`src/rtl/dma_pkg.sv`:
```
// Shared types and defaults for the N-dimensional DMA address generator.
// Holds the FSM encoding, default widths and the packed-field offset helper.
package dma_pkg;

  typedef enum logic {
    ST_IDLE = 1'b0,
    ST_RUN  = 1'b1
  } dma_state_e;

  localparam int DMA_AW   = 14;
  localparam int DMA_NDIM = 3;
  localparam int DMA_SW   = 8;
  localparam int DMA_STW  = 8;

  // LSB position of field k in a packed per-dimension vector of w-bit fields.
  function automatic int field_lo(input int k, input int w);
    return k * w;
  endfunction

endpackage

```
`src/rtl/dma_dim_cnt.sv`:
```
// One dimension of the walker: index, origin, latched size/step and the wrap/advance update.
// DMA_DIMN_SIGNED_STEP_EN selects sign-extension of the step field; otherwise it is zero-extended.
module dma_dim_cnt
  import dma_pkg::*;
#(
  parameter int AW  = DMA_AW,
  parameter int SW  = DMA_SW,
  parameter int STW = DMA_STW
) (
  input  logic           clk,
  input  logic           rst_n,
  input  logic           load,
  input  logic [AW-1:0]  base,
  input  logic [SW-1:0]  size_in,
  input  logic [STW-1:0] step_in,
  input  logic           inc,
  input  logic           clr,
  input  logic [AW-1:0]  origin_ld,
  output logic           is_final,
  output logic           nxt_final,
  output logic [AW-1:0]  origin_inc
);

  logic [SW-1:0]  idx_q, idx_d;
  logic [SW-1:0]  size_q, size_d;
  logic [STW-1:0] step_q, step_d;
  logic [AW-1:0]  origin_q, origin_d;
  logic [AW-1:0]  step_ext;

`ifdef DMA_DIMN_SIGNED_STEP_EN
  assign step_ext = AW'($signed(step_q));
`else
  assign step_ext = AW'(step_q);
`endif

  assign origin_inc = origin_q + step_ext;
  assign is_final   = (idx_q == size_q);
  assign nxt_final  = (idx_d == size_d);

  always_comb begin
    idx_d    = idx_q;
    size_d   = size_q;
    step_d   = step_q;
    origin_d = origin_q;
    if (load) begin
      idx_d    = '0;
      size_d   = size_in;
      step_d   = step_in;
      origin_d = base;
    end else if (inc) begin
      idx_d    = idx_q + SW'(1);
      origin_d = origin_inc;
    end else if (clr) begin
      // Wrapping: restart this dimension at the origin of the dimension that advanced.
      idx_d    = '0;
      origin_d = origin_ld;
    end
  end

  always_ff @(posedge clk or negedge rst_n) begin
    if (!rst_n) begin
      idx_q    <= '0;
      size_q   <= '0;
      step_q   <= '0;
      origin_q <= '0;
    end else begin
      idx_q    <= idx_d;
      size_q   <= size_d;
      step_q   <= step_d;
      origin_q <= origin_d;
    end
  end

endmodule

```
`src/rtl/dma_dimn.sv`:
```
// N-dimensional DMA address generator: start handshake at T gives first beat at T+1, one beat/cycle, outputs held while s_ready is low.
// Optional DMA_DIMN_SIGNED_STEP_EN treats step fields as signed; one idle cycle separates descriptors.
module dma_dimn
  import dma_pkg::*;
#(
  parameter int AW   = DMA_AW,
  parameter int NDIM = DMA_NDIM,
  parameter int SW   = DMA_SW,
  parameter int STW  = DMA_STW
) (
  input  logic              clk,
  input  logic              rst_n,
  input  logic [AW-1:0]     base,
  input  logic [NDIM*SW-1:0]  size,
  input  logic [NDIM*STW-1:0] step,
  input  logic              start_valid,
  output logic              start_ready,
  output logic [AW-1:0]     s_addr,
  output logic              s_first,
  output logic              s_last,
  output logic [NDIM-1:0]   s_dim_last,
  output logic              s_valid,
  input  logic              s_ready,
  output logic              busy
);

  dma_state_e state_q, state_d;
  logic [AW-1:0]   s_addr_q, s_addr_d;
  logic            s_first_q, s_first_d;
  logic            s_last_q, s_last_d;
  logic [NDIM-1:0] s_dim_last_q, s_dim_last_d;
  logic            s_valid_q, s_valid_d;

  logic            load, fire, all_final;
  logic [NDIM-1:0] is_final, nxt_final, lower_final, inc, clr, nxt_dim_last;
  logic [AW-1:0]   origin_inc [NDIM];
  logic [AW-1:0]   origin_ld;

  assign load = (state_q == ST_IDLE) && start_valid;
  assign fire = s_valid_q && s_ready;

  genvar g;
  generate
    for (g = 0; g < NDIM; g++) begin : g_dim
      assign inc[g] = fire && lower_final[g] && !is_final[g];
      assign clr[g] = fire && !all_final && lower_final[g] && is_final[g];

      dma_dim_cnt #(
        .AW  (AW),
        .SW  (SW),
        .STW (STW)
      ) u_dim (
        .clk        (clk),
        .rst_n      (rst_n),
        .load       (load),
        .base       (base),
        .size_in    (size[field_lo(g, SW) +: SW]),
        .step_in    (step[field_lo(g, STW) +: STW]),
        .inc        (inc[g]),
        .clr        (clr[g]),
        .origin_ld  (origin_ld),
        .is_final   (is_final[g]),
        .nxt_final  (nxt_final[g]),
        .origin_inc (origin_inc[g])
      );
    end
  endgenerate

  // The lowest non-final dimension advances; its stepped origin reseeds everything below it.
  always_comb begin
    logic acc;
    acc         = 1'b1;
    lower_final = '0;
    for (int k = 0; k < NDIM; k++) begin
      lower_final[k] = acc;
      acc            = acc & is_final[k];
    end
    all_final = acc;
    origin_ld = origin_inc[NDIM-1];
    for (int k = NDIM - 1; k >= 0; k--) begin
      if (!is_final[k]) origin_ld = origin_inc[k];
    end
  end

  always_comb begin
    logic nacc;
    nacc         = 1'b1;
    nxt_dim_last = '0;
    for (int k = 0; k < NDIM; k++) begin
      nacc            = nacc & nxt_final[k];
      nxt_dim_last[k] = nacc;
    end
  end

  always_comb begin
    state_d      = state_q;
    s_addr_d     = s_addr_q;
    s_first_d    = s_first_q;
    s_last_d     = s_last_q;
    s_dim_last_d = s_dim_last_q;
    s_valid_d    = s_valid_q;
    case (state_q)
      ST_IDLE: begin
        if (start_valid) begin
          state_d      = ST_RUN;
          s_valid_d    = 1'b1;
          s_first_d    = 1'b1;
          s_addr_d     = base;
          s_dim_last_d = nxt_dim_last;
          s_last_d     = nxt_dim_last[NDIM-1];
        end
      end
      ST_RUN: begin
        if (fire) begin
          if (s_last_q) begin
            state_d      = ST_IDLE;
            s_valid_d    = 1'b0;
            s_first_d    = 1'b0;
            s_last_d     = 1'b0;
            s_dim_last_d = '0;
          end else begin
            s_first_d    = 1'b0;
            s_addr_d     = inc[0] ? origin_inc[0] : origin_ld;
            s_dim_last_d = nxt_dim_last;
            s_last_d     = nxt_dim_last[NDIM-1];
          end
        end
      end
    endcase
  end

  always_ff @(posedge clk or negedge rst_n) begin
    if (!rst_n) begin
      state_q      <= ST_IDLE;
      s_addr_q     <= '0;
      s_first_q    <= 1'b0;
      s_last_q     <= 1'b0;
      s_dim_last_q <= '0;
      s_valid_q    <= 1'b0;
    end else begin
      state_q      <= state_d;
      s_addr_q     <= s_addr_d;
      s_first_q    <= s_first_d;
      s_last_q     <= s_last_d;
      s_dim_last_q <= s_dim_last_d;
      s_valid_q    <= s_valid_d;
    end
  end

  assign start_ready = (state_q == ST_IDLE);
  assign busy        = (state_q == ST_RUN);
  assign s_addr      = s_addr_q;
  assign s_first     = s_first_q;
  assign s_last      = s_last_q;
  assign s_dim_last  = s_dim_last_q;
  assign s_valid     = s_valid_q;

endmodule

```
`config.mk`:
```
export PLATFORM = sky130hd
export DESIGN_NAME = dma_dimn
export DESIGN_NICKNAME = d
export VERILOG_FILES = /design/src/rtl/dma_pkg.sv /design/src/rtl/dma_dim_cnt.sv /design/src/rtl/dma_dimn.sv
export SDC_FILE = /design/constraint.sdc
export NUM_CORES = 1
export LEC_CHECK = 0
export CELL_PAD_IN_SITES_DETAIL_PLACEMENT = 1
export CELL_PAD_IN_SITES_GLOBAL_PLACEMENT = 1
export CORE_UTILIZATION = 30
export CTS_CLUSTER_SIZE = 30
export DETAILED_ROUTE_END_ITERATION = 8
export PLACE_DENSITY_LB_ADDON = 0.1
export SLEW_MARGIN = 20
export SYNTH_ARGS = -nofsm -noshare
export SYNTH_HDL_FRONTEND = slang
export SYNTH_HIERARCHICAL = 1
export SYNTH_SLANG_ARGS = --single-unit
```
`constraint.sdc`:
```
create_clock -name clk -period 4.1 [get_ports clk]
set_input_delay 0.41 -clock clk [delete_from_list [all_inputs] [get_ports clk]]
set_output_delay 0.41 -clock clk [all_outputs]
set_load 0.02 [all_outputs]
```
==> impl_metrics.yaml, run 1 <==
run_status:
  outcome: "finished, final reports clean"
synthesis:
  synth-xor-area-share_pct: 7.176
  synth.area.mux_share_pct: 16.53
  synth_async_sr_flop_share_pct: 100.0
  synth_compound_area_share_pct: 16.47
  synth_cell_types: 77
  syn_area_per_cell_um2: 9.944
  syn_area_mm2: 0.008910
  syn_inst: 896
  synth_seq_area_share_pct: 37.64
  syn_nets: 992
  synth_fa_ha_area_share_pct: 4.466
  synth-simple-area-share_pct: 12.61
  yosysWarningCount: 6
  synth-edff-count: 0
  ys.flop_type: "dfrtp_1"
  synth_top_family_by_area: "multiplexers"
  yosys_register_bits: 134
global_route:
  overflow: 0
  grt_pass1_vias: 7571
  track_usage_pct: 18.91
  antenna_found_initial: 0
  grt_pass1_wl_um: 44310
  grt_max_degree: 84
critical_path:
  slowest_stage: "nor4b_2"
  start_kind: "flip-flop"
  max_stage_delay_ns: 0.54
  crit_chain: "xnor2_1, nand4_1, nor2_1, nand3_1, a21oi_2, buf_4, nor2_2, a32o_1, xor2_1, a2111o_1, nor4b_2, and3_1, a22o_1"
  required_ns: 4.46
  path_class: "reg -> reg"
  endpoint_kind: "flip-flop"
  cp.arrival_ns: 3.99
  cp_top_family: "simple AND/OR/NAND/NOR gates"
  cp_num_buf_inv: 1
  cp_max_fo: 13
finish:
  final_cell_mix: "134 x dfrtp_1, 86 x clkdlybuf4s50_1, 72 x mux2_2"
  final_nets: 1067
  final_common_cell: "dfrtp_1"
  num_antenna_cells: 0
  stdcell_area_mm2: 0.01076
  areaGrowthSynthToFinish_pct: 20.77
  drive_gt1_share_pct: 15.16
clock_tree:
  ctsResizeCount: 0
  cts_buffer_depth: 2
  postCtsSetupBuffers: 0
  ctsHtreeMaxLevel: 4
  cts_hold_buf: 0
  root_buffer: "clkbuf_16"
  insertion_delay_ns: 0.43
  cts_tree: "done"
  numCtsBuffers: 17
  clk_pin_slew_ns: 0.06
  cts_sinks: 134
placement:
  dp_hpwl_um: 20220
  port_buffers: 87
  gp_congestion: 0.8040
  placed_area_mm2: 0.01017
floorplanning:
  die_h_um: 174.3
  die_area_mm2: 0.03039
  ios: 88
  core-area_mm2: 0.02894
  rows: 62
  initial_core_util_pct: 30.79
  die_w_um: 174.3
routing:
  wirelength_um: 27400
  drc: 0
  drt_first_iter_violations: 521
  antenna_left: 0
  vias: 7103
  dr.pass1.iters: 5
  wl_per_cell_um: 20.04
  viasPerCell: 5.196
timing:
  min_period_ns: 3.628
  fmax_mhz: 275.6
  worst_slew_pin_slew_ns: 0.8624
  rsz0062_at_grt: "false"
  fin_skew_ns: 0.01326
  max_slew_margin_pct: 42.51
  fin_crit_sh_pct: 88.49
  finalHoldViolations: 0
  setup_viol: 0
  fin_tns_setup_ns: 0
  slew_violations: 0
  worst_hold_slack_ns: 0.02602
worst_hold_path:
  hold_class: "in -> async"
run:
  cap_violations: 0
power_and_ir_drop:
  power_per_cell_area_mw_per_mm2: 563.6
  power_w: 0.006064
  cellLeakagePower_nw: 4.532
  vdd_drop_max_v: 0.0003023
-- path summary, 6_finish.rpt --
check / start / endpoint / slack (ns) / cells past startpoint
max: g_dim[0].u_dim/idx_q[2]$_DFF_PN0_ / s_last$_DFFE_PN0P_ / 0.47 / 13
min: rst_n / g_dim[2].u_dim/size_q[6]$_DFF_PN0_ / 0.03 / 1
max reg2reg: g_dim[0].u_dim/idx_q[2]$_DFF_PN0_ / s_last$_DFFE_PN0P_ / 0.47 / 13
min reg2reg: s_first$_DFFE_PN0P_ / s_first$_DFFE_PN0P_ / 0.50 / 2
max in group asynchronous: rst_n / g_dim[2].u_dim/origin_q[10]$_DFFE_PN0P_ / 3.15 / 2
min in group clk: s_first$_DFFE_PN0P_ / s_first$_DFFE_PN0P_ / 0.50 / 2
-- through the flow --
step	setup slack [ns]	cells	util [%]
after floorplan	0.8389	896	-
after global placement	0.6040	1336	35.15
final	0.4720	1367	37.19
after detailed placement	0.5277	1336	35.15
after CTS	0.4887	1367	37.19
after global routing	0.1624	1367	37.19
-- sequential cells by signal, summed over array words and instances (netlist names) --
| register | count |
|---|---|
| busy | 1 |
| g_dim.u_dim/origin_q | 42 |
| g_dim.u_dim/idx_q | 24 |
| s_valid | 1 |
| s_first | 1 |
| g_dim.u_dim/size_q | 24 |
| s_last | 1 |
| s_dim_last | 2 |
| s_addr | 14 |
| g_dim.u_dim/step_q | 24 |
-- Yosys cell counts, drive strengths merged (3+ instances only) --
cell,n,area (um^2)
a211oi,7,57.55
a21o,11,82.58
a21oi,44,224.0
a221o,7,70.07
a222oi,21,210.2
a22oi,5,37.54
a31oi,7,50.05
a32o,3,30.03
and2,5,31.28
and3,8,50.05
and4,3,26.28
buf,27,176.4
clkbuf,21,80.07
dfrtp,134,3353
fa,3,60.06
ha,27,337.8
inv,52,195.2
mux2,79,912.1
mux2i,56,560.5
nand2,57,214.0
nand2b,10,62.56
nand3,20,100.1
nand4,20,152.6
nor2,62,235.2
nor2b,11,68.82
nor3,4,20.02
nor3b,3,22.52
nor4,3,18.77
o211ai,11,82.58
o21a,5,40.04
o21ai,50,269.0
o221a,3,33.78
o31a,6,52.55
or3,7,43.79
or4,3,26.27
xnor2,56,490.5
xor2,17,148.9
-- layer usage --
layer  part of all wire (%)  track usage [%]  vias to the layer above
li1                       -                -                     3426
met5                      0                0                        -
met2                     46            30.43                      125
met3                    3.8            2.800                       18
met4                    1.1            4.642                        0
met1                     49            26.47                     3534
-- logic make-up (layout without fill, tap and decap cells) --
group           count (synthesis)  count (layout)
xor+xnor                       73              73
simple gates                  222             222
fa+ha+maj                      30              30
buf+inv                       100             187
flops                         134             134
mux                           135             135
other cells                     1               1
compound gates                201             201
-- power breakdown --
group	leakage [nW]	switching, W	internal (W)
logic	2.57	0.00137	0.00115
registers	1.67	0.000325	0.00162
clock network	0.290	0.000613	0.000983
total	4.53	0.00231	0.00376
-- cell type report --
| cell class | instances | area, um^2 |
|---|---|---|
| fill | 3250 | 18170 |
| multi-input combinational | 662 | 5126 |
| sequential | 134 | 3353 |
| timing repair buffer | 104 | 1012 |
| tap | 384 | 480.5 |
| clock buffer | 22 | 464.2 |
| inverter | 52 | 197.7 |
| clock inverter | 9 | 126.4 |
Power figures use the tool's default switching activity.
==> run 2, diff against run 1 <==
--- a/constraint.sdc
+++ b/constraint.sdc
@@ -3,2 +3,2 @@
 set_output_delay 0.41 -clock clk [all_outputs]
-set_load 0.02 [all_outputs]
+set_load 0.005 [all_outputs]
==> results of run 2 <==
The final DEF is identical to that of run 1. Status: finished, final reports clean.
Main changes from that run: total power 0.006064 W -> 0.005986 W
==> run 3, diff against run 2 <==
RECOVER_POWER = 100   (was not set)
==> run 3 against run 2 <==
  * The run now ends with max-capacitance violations, max-slew violations left
  * Clock skew increased by 0.00082 ns
  * Maximum frequency shrank 1.7%
  * Worst hold slack better by 0.47 ns
  * Clock power about the same
  * Combinational power is 3% lower
  * Via count increased by 0.35%
  * Non-clock buffer count did not move
  * Register-to-register slack lost 0.06 ns
  * Routed wire length down 0.15%
  * Sequential share of layout area grew 0.19 points
  * Die area unchanged
  * Largest power group unchanged
==> impl_metrics.yaml, run 3 (synthesis gave the netlist of run 1 again) <==
run_status:
  outcome: "finished, violations left"
  violations: "max-capacitance violations, max-slew violations"
timing:
  fmax_mhz: 270.9
  max_slew_margin_pct: -51.42
  worst_slew_pin_slew_ns: 2.271
  finalHoldViolations: 0
  min_period_ns: 3.692
  fin_crit_sh_pct: 90.04
  slew_violations: 139
  setup_viol: 0
  fin_skew_ns: 0.01408
  rsz0062_at_grt: "false"
  fin_tns_setup_ns: 0
critical_path:
  cp_max_fo: 10
  rr_worst_depth: 12
  slowest_stage: "nor2_1"
  max_stage_delay_ns: 0.55
  worstSetupStartpoint: "g_dim[1].u_dim/idx_q[1]$_DFF_PN0_"
  rr_startpoint: "g_dim[1].u_dim/idx_q[1]$_DFF_PN0_"
  cpMostUsedCell: "nand4_1"
  endpoint_kind: "flip-flop"
  start_kind: "flip-flop"
  path_class: "reg -> reg"
  cp.arrival_ns: 4.05
  required_ns: 4.46
  crit_chain: "xnor2_1, nand4_1, nor2_1, nor3b_1, buf_4, nand4_1, or3_1, a21o_1, a2111oi_4, o211a_1, and3_1, a22o_1"
global_route:
  track_usage_pct: 18.91
  grt_pass1_vias: 7571
  grt_pass1_wl_um: 44310
  grt_max_degree: 84
  overflow: 0
  antenna_found_initial: 0
placement:
  gp_congestion: 0.8040
  port_buffers: 87
  placed_area_mm2: 0.01017
  place_inst: 1336
  dp_hpwl_um: 20220
clock_tree:
  numCtsBuffers: 17
  cts_tree: "done"
  insertion_delay_ns: 0.43
  root_buffer: "clkbuf_16"
  cts_hold_buf: 0
  postCtsSetupBuffers: 0
  cts_buffer_depth: 2
  ctsHtreeMaxLevel: 4
  clk_pin_slew_ns: 0.06
  cts_sinks: 134
  ctsResizeCount: 0
routing:
  drc: 0
  wl_per_cell_um: 20.02
  antenna_left: 0
  drt_first_iter_violations: 484
  vias: 7128
  viasPerCell: 5.214
  dr.pass1.iters: 5
  wirelength_um: 27360
floorplanning:
  die_h_um: 174.3
  die_area_mm2: 0.03039
  initial_core_util_pct: 30.79
  core-area_mm2: 0.02894
  die_w_um: 174.3
  rows: 62
  ios: 88
finish:
  largest_register: "g_dim.u_dim/origin_q"
  multiInputGateArea_mm2: 0.005087
  final_nets: 1067
  register_area_mm2: 0.003353
  final_cell_mix: "134 x dfrtp_1, 64 x clkdlybuf4s50_1, 61 x nor2_1"
  largest_reg_flops: 42
  final_cells: 1367
  fill_cells: 3258
  areaGrowthSynthToFinish_pct: 20.04
  final_common_cell: "dfrtp_1"
  drive_gt1_share_pct: 10.99
  num_antenna_cells: 0
  stdcell_area_mm2: 0.01070
run:
  cap_violations: 3
power_and_ir_drop:
  sw_frac_of_total_pct: 37.71
  power_per_cell_area_mw_per_mm2: 551.4
  combPwrFrac_pct: 39.9
  vdd_drop_max_v: 0.0003023
  netSwitchingPower_w: 0.002224
  cellLeakagePower_nw: 4.512
  clkPwrFrac_pct: 27.1
  seqPwrFrac_pct: 33.0
  intPower_w: 0.003674
worst_hold_path:
  hp-start: "s_first$_DFFE_PN0P_"
  hold_depth: 2
  hold_class: "reg -> reg"
[run 3: cell types whose count changed in the layout (fill, tap and decap cells not counted), moves of 5 or more]
cell	before	now
dlygate4sd3_1	0	22
buf_4	16	11
mux2_2	72	46
clkbuf_1	3	8
clkdlybuf4s50_1	86	64
mux2_1	1	31
[run 3: power groups by stage]
stage          clock network [W]  registers [W]  logic [W]
6_report                 0.00160        0.00195    0.00236
2_1_floorplan                  0        0.00184    0.00169
4_1_cts                  0.00165        0.00195    0.00245
3_5_place_dp                   0        0.00197    0.00243
3_3_place_gp                   0        0.00197    0.00241
5_1_grt                  0.00170        0.00200    0.00262
[run 3: cell type report]
type / instances / share of cell area, %
Sequential cell: 134 / 31.35
Clock buffer: 22 / 4.340
Tap cell: 384 / 4.492
Timing Repair Buffer: 104 / 9.230
Clock inverter: 9 / 1.182
Inverter: 52 / 1.837
Multi-Input combinational cell: 662 / 47.57
[run 3: per-stage QoR]
step	power, W	util (%)	hold WS, ns	setup WS [ns]
final	0.005898	36.96	0.5004	0.4084
after global routing	0.006317	36.96	0.5196	0.1302
after CTS	0.006052	37.19	0.07922	0.4887
after detailed placement	0.004405	35.15	0.4853	0.5277
after global placement	0.004381	35.15	0.4865	0.6040
after floorplan	0.003530	-	0.1144	0.8423
[run 3: layer usage]
metal,vias to the layer above,wire (um),global-route usage (%),part of all wire [%]
li1,3422,-,-,-
met1,3561,13580,26.47,50
met2,125,12580,30.43,46
met3,20,838,2.800,3.1
met4,0,358,4.642,1.3
met5,-,0,0,0
[run 3: worst max-delay path, delay by kind of cell, from the launching register on]
family | cells | cell delay (ns)
AND/OR/NAND/NOR | 6 | 1.74
XOR/XNOR | 1 | 0.23
buffers and inverters | 1 | 0.23
AO/OA/AOI/OAI | 4 | 0.96
flip-flops | 1 | 0.46
[run 3: final timing paths]
kind | to | slack [ns]
setup / recovery | s_last$_DFFE_PN0P_ | 0.41
hold / removal | s_first$_DFFE_PN0P_ | 0.50
setup reg to reg | s_last$_DFFE_PN0P_ | 0.41
hold reg to reg | s_first$_DFFE_PN0P_ | 0.50
max in group asynchronous | g_dim[1].u_dim/idx_q[5]$_DFF_PN0_ | 1.08
min in group asynchronous | g_dim[2].u_dim/size_q[6]$_DFF_PN0_ | 0.61
